File: config.mk
export PLATFORM = sky130hd
export DESIGN_NAME = onebit_ctrl_flat
export DESIGN_NICKNAME = d
export VERILOG_FILES = /design/src/rtl/onebit_pkg.sv /design/src/rtl/onebit_ctrl_if.sv /design/src/rtl/onebit_phase_timer.sv /design/src/rtl/onebit_ctrl.sv /design/src/flat_wrapper.sv
export SDC_FILE = /design/constraint.sdc
export NUM_CORES = 1
export LEC_CHECK = 0
export ABC_CLOCK_PERIOD_IN_PS = 3600
export CAP_MARGIN = 20
export CELL_PAD_IN_SITES_DETAIL_PLACEMENT = 0
export CELL_PAD_IN_SITES_GLOBAL_PLACEMENT = 2
export CORE_MARGIN = 2
export CORE_UTILIZATION = 32
export DETAILED_ROUTE_END_ITERATION = 16
export GPL_ROUTABILITY_DRIVEN = 0
export PLACE_DENSITY_LB_ADDON = 0.05
export SETUP_SLACK_MARGIN = 0.3
export SYNTH_ARGS = -nofsm -noshare
export SYNTH_HDL_FRONTEND = slang
export SYNTH_SLANG_ARGS = --single-unit
File: constraint.sdc
create_clock -name clk -period 3.6 [get_ports clk]
set_input_delay 0.54 -clock clk [delete_from_list [all_inputs] [get_ports clk]]
set_output_delay 0.54 -clock clk [all_outputs]
set_load 0.005 [all_outputs]
File: src/rtl/onebit_pkg.sv
// Shared types for the CELLA one-bit column sequencer: FSM state encoding and
// the per-state drive pattern for the cell pins {preb, WL, WLB, w_en, SAE}.
package onebit_pkg;

  typedef enum logic [2:0] {
    ST_IDLE,
    ST_PRE,
    ST_WRITE,
    ST_RD_Q,
    ST_PRE2,
    ST_RD_QB,
    ST_RESP
  } onebit_state_t;

  // Bit order: {preb, WL, WLB, w_en, SAE}
  localparam logic [4:0] OV_IDLE  = 5'b00000;
  localparam logic [4:0] OV_PRE   = 5'b00000;
  localparam logic [4:0] OV_WRITE = 5'b11110;
  localparam logic [4:0] OV_RD_Q  = 5'b11001;
  localparam logic [4:0] OV_RD_QB = 5'b10101;
  localparam logic [4:0] OV_RESP  = 5'b00000;

  function automatic logic [4:0] state_outs(input onebit_state_t s);
    case (s)
      ST_PRE, ST_PRE2: return OV_PRE;
      ST_WRITE:        return OV_WRITE;
      ST_RD_Q:         return OV_RD_Q;
      ST_RD_QB:        return OV_RD_QB;
      ST_RESP:         return OV_RESP;
      default:         return OV_IDLE;
    endcase
  endfunction

endpackage

File: src/rtl/onebit_ctrl_if.sv
// Request/response handshake between the digital requester and the one-bit
// column sequencer.
interface onebit_ctrl_if;
  logic req_valid;
  logic req_ready;
  logic req_we;
  logic req_wdata;
  logic rsp_valid;
  logic rsp_rdata;
  logic rsp_err;

  modport master (
    output req_valid, req_we, req_wdata,
    input  req_ready, rsp_valid, rsp_rdata, rsp_err
  );

  modport slave (
    input  req_valid, req_we, req_wdata,
    output req_ready, rsp_valid, rsp_rdata, rsp_err
  );
endinterface

File: src/rtl/onebit_phase_timer.sv
// Loadable down-counter timing each sequencer phase; done is high once the
// count reaches zero (load with cycles-1).
module onebit_phase_timer #(
  parameter int W = 2
) (
  input  logic         clk,
  input  logic         rst_n,
  input  logic         load,
  input  logic [W-1:0] count,
  output logic         done
);

  logic [W-1:0] cnt;

  always_ff @(posedge clk or negedge rst_n) begin
    if (!rst_n)          cnt <= '0;
    else if (load)       cnt <= count;
    else if (cnt != '0)  cnt <= cnt - 1'b1;
  end

  assign done = (cnt == '0);

endmodule

File: src/rtl/onebit_ctrl.sv
// Sequencer for one CELLA bitcell column: precharge / write / sense phases and
// sense-amp capture. Define ONEBIT_DUAL_READ_EN to add the QB read and Q/QB check.
module onebit_ctrl
  import onebit_pkg::*;
#(
  parameter int PRE_CYC = 1,
  parameter int WR_CYC  = 1,
  parameter int SA_CYC  = 1
) (
  input  logic           clk,
  input  logic           rst_n,
  onebit_ctrl_if.slave   req,
  output logic           preb,
  output logic           WL,
  output logic           WLB,
  output logic           w_en,
  output logic           write_bit,
  output logic           SAE,
  input  logic           sa_out
);

  localparam int MAX_CYC = (PRE_CYC > WR_CYC) ?
                           ((PRE_CYC > SA_CYC) ? PRE_CYC : SA_CYC) :
                           ((WR_CYC  > SA_CYC) ? WR_CYC  : SA_CYC);
  localparam int TW = $clog2(MAX_CYC) + 1;

  onebit_state_t state, nxt;
  logic          done, load;
  logic [TW-1:0] load_val;
  logic          we_r, wd_r, q_s, q_nxt;
`ifdef ONEBIT_DUAL_READ_EN
  logic          qb_s, qb_nxt;
`endif

  onebit_phase_timer #(.W(TW)) u_timer (
    .clk   (clk),
    .rst_n (rst_n),
    .load  (load),
    .count (load_val),
    .done  (done)
  );

  always_comb begin
    nxt = state;
    case (state)
      ST_IDLE:  if (req.req_valid && req.req_ready) nxt = ST_PRE;
      ST_PRE:   if (done) nxt = we_r ? ST_WRITE : ST_RD_Q;
      ST_WRITE: if (done) nxt = ST_RESP;
`ifdef ONEBIT_DUAL_READ_EN
      ST_RD_Q:  if (done) nxt = ST_PRE2;
`else
      ST_RD_Q:  if (done) nxt = ST_RESP;
`endif
      ST_PRE2:  if (done) nxt = ST_RD_QB;
      ST_RD_QB: if (done) nxt = ST_RESP;
      ST_RESP:  nxt = ST_IDLE;
      default:  nxt = ST_IDLE;
    endcase
  end

  // Timer reloads on every state entry with the new phase length minus one.
  always_comb begin
    load     = (nxt != state);
    load_val = '0;
    case (nxt)
      ST_PRE, ST_PRE2:  load_val = TW'(PRE_CYC - 1);
      ST_WRITE:         load_val = TW'(WR_CYC - 1);
      ST_RD_Q, ST_RD_QB: load_val = TW'(SA_CYC - 1);
      default:          load_val = '0;
    endcase
  end

  // Sense samples are forwarded so the response can use them on the same edge.
  assign q_nxt  = (state == ST_RD_Q  && done) ? sa_out : q_s;
`ifdef ONEBIT_DUAL_READ_EN
  assign qb_nxt = (state == ST_RD_QB && done) ? sa_out : qb_s;
`endif

  always_ff @(posedge clk) begin
    if (state == ST_IDLE && req.req_valid && req.req_ready) begin
      we_r <= req.req_we;
      wd_r <= req.req_wdata;
    end
    q_s <= q_nxt;
`ifdef ONEBIT_DUAL_READ_EN
    qb_s <= qb_nxt;
`endif
  end

  always_ff @(posedge clk or negedge rst_n) begin
    if (!rst_n) begin
      state                      <= ST_IDLE;
      {preb, WL, WLB, w_en, SAE} <= OV_IDLE;
      write_bit                  <= 1'b0;
      req.req_ready              <= 1'b1;
      req.rsp_valid              <= 1'b0;
      req.rsp_rdata              <= 1'b0;
      req.rsp_err                <= 1'b0;
    end else begin
      state                      <= nxt;
      {preb, WL, WLB, w_en, SAE} <= state_outs(nxt);
      write_bit                  <= (nxt == ST_WRITE) ? wd_r : 1'b0;
      req.req_ready              <= (nxt == ST_IDLE);
      req.rsp_valid              <= (nxt == ST_RESP);
      req.rsp_rdata              <= (nxt == ST_RESP) && !we_r && q_nxt;
`ifdef ONEBIT_DUAL_READ_EN
      req.rsp_err                <= (nxt == ST_RESP) && !we_r && (q_nxt == qb_nxt);
`else
      req.rsp_err                <= 1'b0;
`endif
    end
  end

endmodule

File: src/flat_wrapper.sv
// flat-port wrapper written by rule: the top's interface ports become plain ports
module onebit_ctrl_flat import onebit_pkg::*;
#(
  parameter int PRE_CYC = 1,
  parameter int WR_CYC  = 1,
  parameter int SA_CYC  = 1
)
  (clk, rst_n, preb, WL, WLB, w_en, write_bit, SAE, sa_out, req_req_valid, req_req_we, req_req_wdata, req_req_ready, req_rsp_valid, req_rsp_rdata, req_rsp_err);
  onebit_ctrl_if req_i ();
  input  logic clk;
  input  logic rst_n;
  output logic preb;
  output logic WL;
  output logic WLB;
  output logic w_en;
  output logic write_bit;
  output logic SAE;
  input  logic sa_out;
  input wire logic [$bits(req_i.req_valid)-1:0] req_req_valid;
  input wire logic [$bits(req_i.req_we)-1:0] req_req_we;
  input wire logic [$bits(req_i.req_wdata)-1:0] req_req_wdata;
  output wire logic [$bits(req_i.req_ready)-1:0] req_req_ready;
  output wire logic [$bits(req_i.rsp_valid)-1:0] req_rsp_valid;
  output wire logic [$bits(req_i.rsp_rdata)-1:0] req_rsp_rdata;
  output wire logic [$bits(req_i.rsp_err)-1:0] req_rsp_err;
  assign req_i.req_valid = req_req_valid;
  assign req_i.req_we = req_req_we;
  assign req_i.req_wdata = req_req_wdata;
  assign req_req_ready = req_i.req_ready;
  assign req_rsp_valid = req_i.rsp_valid;
  assign req_rsp_rdata = req_i.rsp_rdata;
  assign req_rsp_err = req_i.rsp_err;
  onebit_ctrl #(.PRE_CYC(PRE_CYC), .WR_CYC(WR_CYC), .SA_CYC(SA_CYC)) u_core (.clk(clk), .rst_n(rst_n), .req(req_i), .preb(preb), .WL(WL), .WLB(WLB), .w_en(w_en), .write_bit(write_bit), .SAE(SAE), .sa_out(sa_out));
endmodule
==> results.tsv <==
metric	value	unit
run_status	completed	
crit_buf_inv	1	
cts-root-buf	sky130_fd_sc_hd__clkbuf_4	
antennaDiodeCount	0	
core_area	0.00175	mm²
grt_max_degree	13	
min_path_cells	1	
timing.final.crit_period	1.88	ns
yosysSeqAreaShare	64.2	%
die_area	0.00222	mm²
synth.top_cells.by_count	sky130_fd_sc_hd__dfrtp_1, sky130_fd_sc_hd__edfxtp_1, sky130_fd_sc_hd__nor2_1, sky130_fd_sc_hd__nor4_1, sky130_fd_sc_hd__o21ai_0	
growth_of_design_area_from_synthesis_to_finish	31.8	%
power.share.sequential	42.5	%
drt_pre_antenna_iters	4	
ioPinCount	16	
p_leak	0.324	nW
data_arrival_critical_path	1.34	ns
setup_violations	0	
routed_wire_length_per_instance	13.2	µm
std_cell_rows	15	
timing.fmax	531	MHz
cpMaxStageDelayCell	sky130_fd_sc_hd__dfstp_2	
dieWidth	47.1	µm
drt_iter0_drc	5	
power.share.combinational	42.4	%
grt_antenna_before_repair	0	
grt_pass1_wl	1.73	mm
grt.overflow.total	0	
synth_top_cell_by_area	sky130_fd_sc_hd__dfrtp_1	
post_cts_hold_buffer_count	0	
power.switching_fraction	34.4	%
remaining_drc_errors	0	
route.final.wire_length	1.11	mm
first_global_vias	382	
synthFlopType	sky130_fd_sc_hd__dfrtp_1	
port_buffers	14	
worstSetupPathType	register to primary output	
ctsResizeCount	0	
post_synth.cell_area_avg	13.8	µm²
maxSlewHeadroom	40.3	%
fin_worst_skew	0.00652	ns
grt_setup_unrepaired	no	
endpoint_of_the_lowest_slack_register_to_register_path	u_core.SAE	
numClockSinks	15	
required_time_of_the_worst_setup_path	3.06	ns
worst_r2r_path_depth	3	
cts-root-to-sink-buffers	2	
slew_violations	0	
synth_most_common_cell	sky130_fd_sc_hd__dfrtp_1	
yosys_warnings	0	
fin_setup_tns	0	ns
worstReg2RegStart	u_core.state[1]	
synth_cells	43	
dieHeight	47.1	µm
end_kind	primary output	
vias_per_cell	4.45	
worstPathCellList	clkdlybuf4s50_1	
grt.total_usage	12.1	%
crit_family	flip-flops	
num_vias	374	
start_util	34.1	%
syn-num-nets	50	
tightestPinTransition	0.888	ns
holdCritStartpoint	u_core.q_s	
power_per_cell_area	825	mW/mm²
register_to_register_setup_slack	1.80	ns
critical-path-max-stage-delay	0.56	ns
netlist-cell-type-count	29	
edff_count_synth	2	
clock_tree_from_tritoncts	built	
maximum_vdd_ir_drop	0.320	mV
cell_internal_pwr	0.424	mW
timing.hold.worst.class	register to register	
num-nets-final	67	
crit_path_max_fanout	3	
hold_end	u_core.q_s	
start_kind	register	
total_switching_power	0.222	mW
final_layout_size_suffix_gt1_share	20.3	%
p_clk_share	15.1	%
yosys.area.top_type_share	46.3	%
fin_worst_hold_slack	0.486	ns
synth.cell_area	594	µm²
htree_levels	1	
final.fill_count	168	
cts_buffers	3	
period_share	52.3	%
ant_nets	0	
clkLatencyLatePin	0.28	ns
cts_setup_buffers	0	
synth.top_cells.by_area	sky130_fd_sc_hd__dfrtp_1, sky130_fd_sc_hd__edfxtp_1, sky130_fd_sc_hd__dfstp_2	
ys_seq_elements	15	
worst_setup_hold_path_clk_slew	0.10	ns
report.final.hold_viol_count	0	
max_cap_violations	0	
async_flop_share	80.0	%
-- final cells by class --
type,count,area [µm²],area share (%)
clock buffer,3,22.5,2.88
clock inverter,1,7.51,0.958
inverter,1,3.75,0.479
multi-input combinational,25,196,25.1
sequential,15,382,48.7
tap,25,31.3,3.99
timing repair buffer,14,140,17.9
-- routing by layer --
layer | wire length [µm] | track usage (%) | vias to the layer above
met1 | 512 | 14.9 | 178
li1 | - | - | 183
met4 | 0 | 6.67 | 0
met2 | 525 | 17.8 | 13
met3 | 67 | 5.00 | 0
met5 | 0 | 0 | -
-- power by group through the flow --
stage	Clock (mW)	Sequential, mW	Combinational, mW
floorplan	0	0.276	0.165
global route	0.112	0.282	0.306
detailed placement	0	0.277	0.276
finish	0.0976	0.274	0.274
global placement	0	0.276	0.269
CTS	0.104	0.273	0.277
-- logic make-up (layout without fill, tap and decap cells) --
kind of cell / after synthesis / count (layout) / synth area share (%)
AND/OR/NAND/NOR: 18 / 18 / 24.4
flip-flops: 15 / 15 / 64.2
AO/OA/AOI/OAI: 4 / 4 / 4.00
buffers and inverters: 3 / 19 / 2.74
adder cells (fa/ha/maj): 1 / 1 / 2.10
other: 1 / 1 / 0.631
multiplexers: 1 / 1 / 1.89
-- cell usage in the layout (no fill, tap or decap) --
| cell | Yosys | final |
|---|---|---|
| sky130_fd_sc_hd__or3_1 | 1 | 1 |
| sky130_fd_sc_hd__o21ai_0 | 2 | 2 |
| sky130_fd_sc_hd__or2_2 | 1 | 1 |
| sky130_fd_sc_hd__clkdlybuf4s50_1 | 0 | 14 |
| sky130_fd_sc_hd__inv_1 | 1 | 1 |
| sky130_fd_sc_hd__nor2_2 | 1 | 1 |
| sky130_fd_sc_hd__nand2b_1 | 1 | 1 |
| sky130_fd_sc_hd__nand2_1 | 1 | 1 |
| sky130_fd_sc_hd__ha_1 | 1 | 1 |
| sky130_fd_sc_hd__or3b_1 | 1 | 1 |
| sky130_fd_sc_hd__and2_2 | 1 | 1 |
| sky130_fd_sc_hd__nor3_1 | 1 | 1 |
| sky130_fd_sc_hd__mux2_2 | 1 | 1 |
| sky130_fd_sc_hd__or4bb_1 | 1 | 1 |
| sky130_fd_sc_hd__dfxtp_1 | 1 | 1 |
| sky130_fd_sc_hd__nand3b_1 | 1 | 1 |
| sky130_fd_sc_hd__nor4_1 | 2 | 2 |
| sky130_fd_sc_hd__dfrtp_1 | 11 | 11 |
| sky130_fd_sc_hd__nor4b_1 | 1 | 1 |
| sky130_fd_sc_hd__dfstp_2 | 1 | 1 |
| sky130_fd_sc_hd__conb_1 | 1 | 1 |
| sky130_fd_sc_hd__and4b_2 | 1 | 1 |
| sky130_fd_sc_hd__nor4_4 | 1 | 1 |
| sky130_fd_sc_hd__clkinvlp_4 | 0 | 1 |
| sky130_fd_sc_hd__clkbuf_4 | 0 | 3 |
| sky130_fd_sc_hd__nor4b_2 | 1 | 1 |
| sky130_fd_sc_hd__a21oi_1 | 1 | 1 |
| sky130_fd_sc_hd__a2bb2oi_1 | 1 | 1 |
| sky130_fd_sc_hd__edfxtp_1 | 2 | 2 |
| sky130_fd_sc_hd__nor2_1 | 2 | 2 |
-- worst max path at each step --
stage | start | endpoint | slack, ns | depth (start not counted)
6_report | u_core.req.req_ready | req_req_ready | 1.72 | 1
5_1_grt | u_core.req.req_ready | req_req_ready | 1.68 | 1
3_3_place_gp | req_req_valid | u_core.state[0] | 1.64 | 4
3_5_place_dp | req_req_valid | u_core.SAE | 1.49 | 4
4_1_cts | u_core.req.req_ready | req_req_ready | 1.70 | 1
2_1_floorplan | u_core.state[1] | u_core.write_bit | 2.03 | 4
-- flip-flops by register name (all words and copies together), names as in the netlist --
register,cells
u_core.SAE,1
u_core.WL,1
u_core.WLB,1
u_core.preb,1
u_core.q_s,1
u_core.req.req_ready,1
u_core.req.rsp_rdata,1
u_core.req.rsp_valid,1
u_core.state,3
u_core.w_en,1
u_core.wd_r,1
u_core.we_r,1
u_core.write_bit,1
-- stage by stage --
step | cell area [µm²] | utilization [%] | setup slack (ns) | total power [mW] | instances
finish | 783 | 44.9 | 1.72 | 0.646 | 84
global route | 783 | 44.9 | 1.68 | 0.699 | 84
CTS | 783 | 44.9 | 1.70 | 0.655 | 84
detailed placement | 753 | 43.2 | 1.49 | 0.553 | 80
global placement | 753 | 43.2 | 1.64 | 0.545 | 80
floorplan | 594 | - | 2.03 | 0.441 | 43
Note: power is estimated with default switching activity, not from simulation.
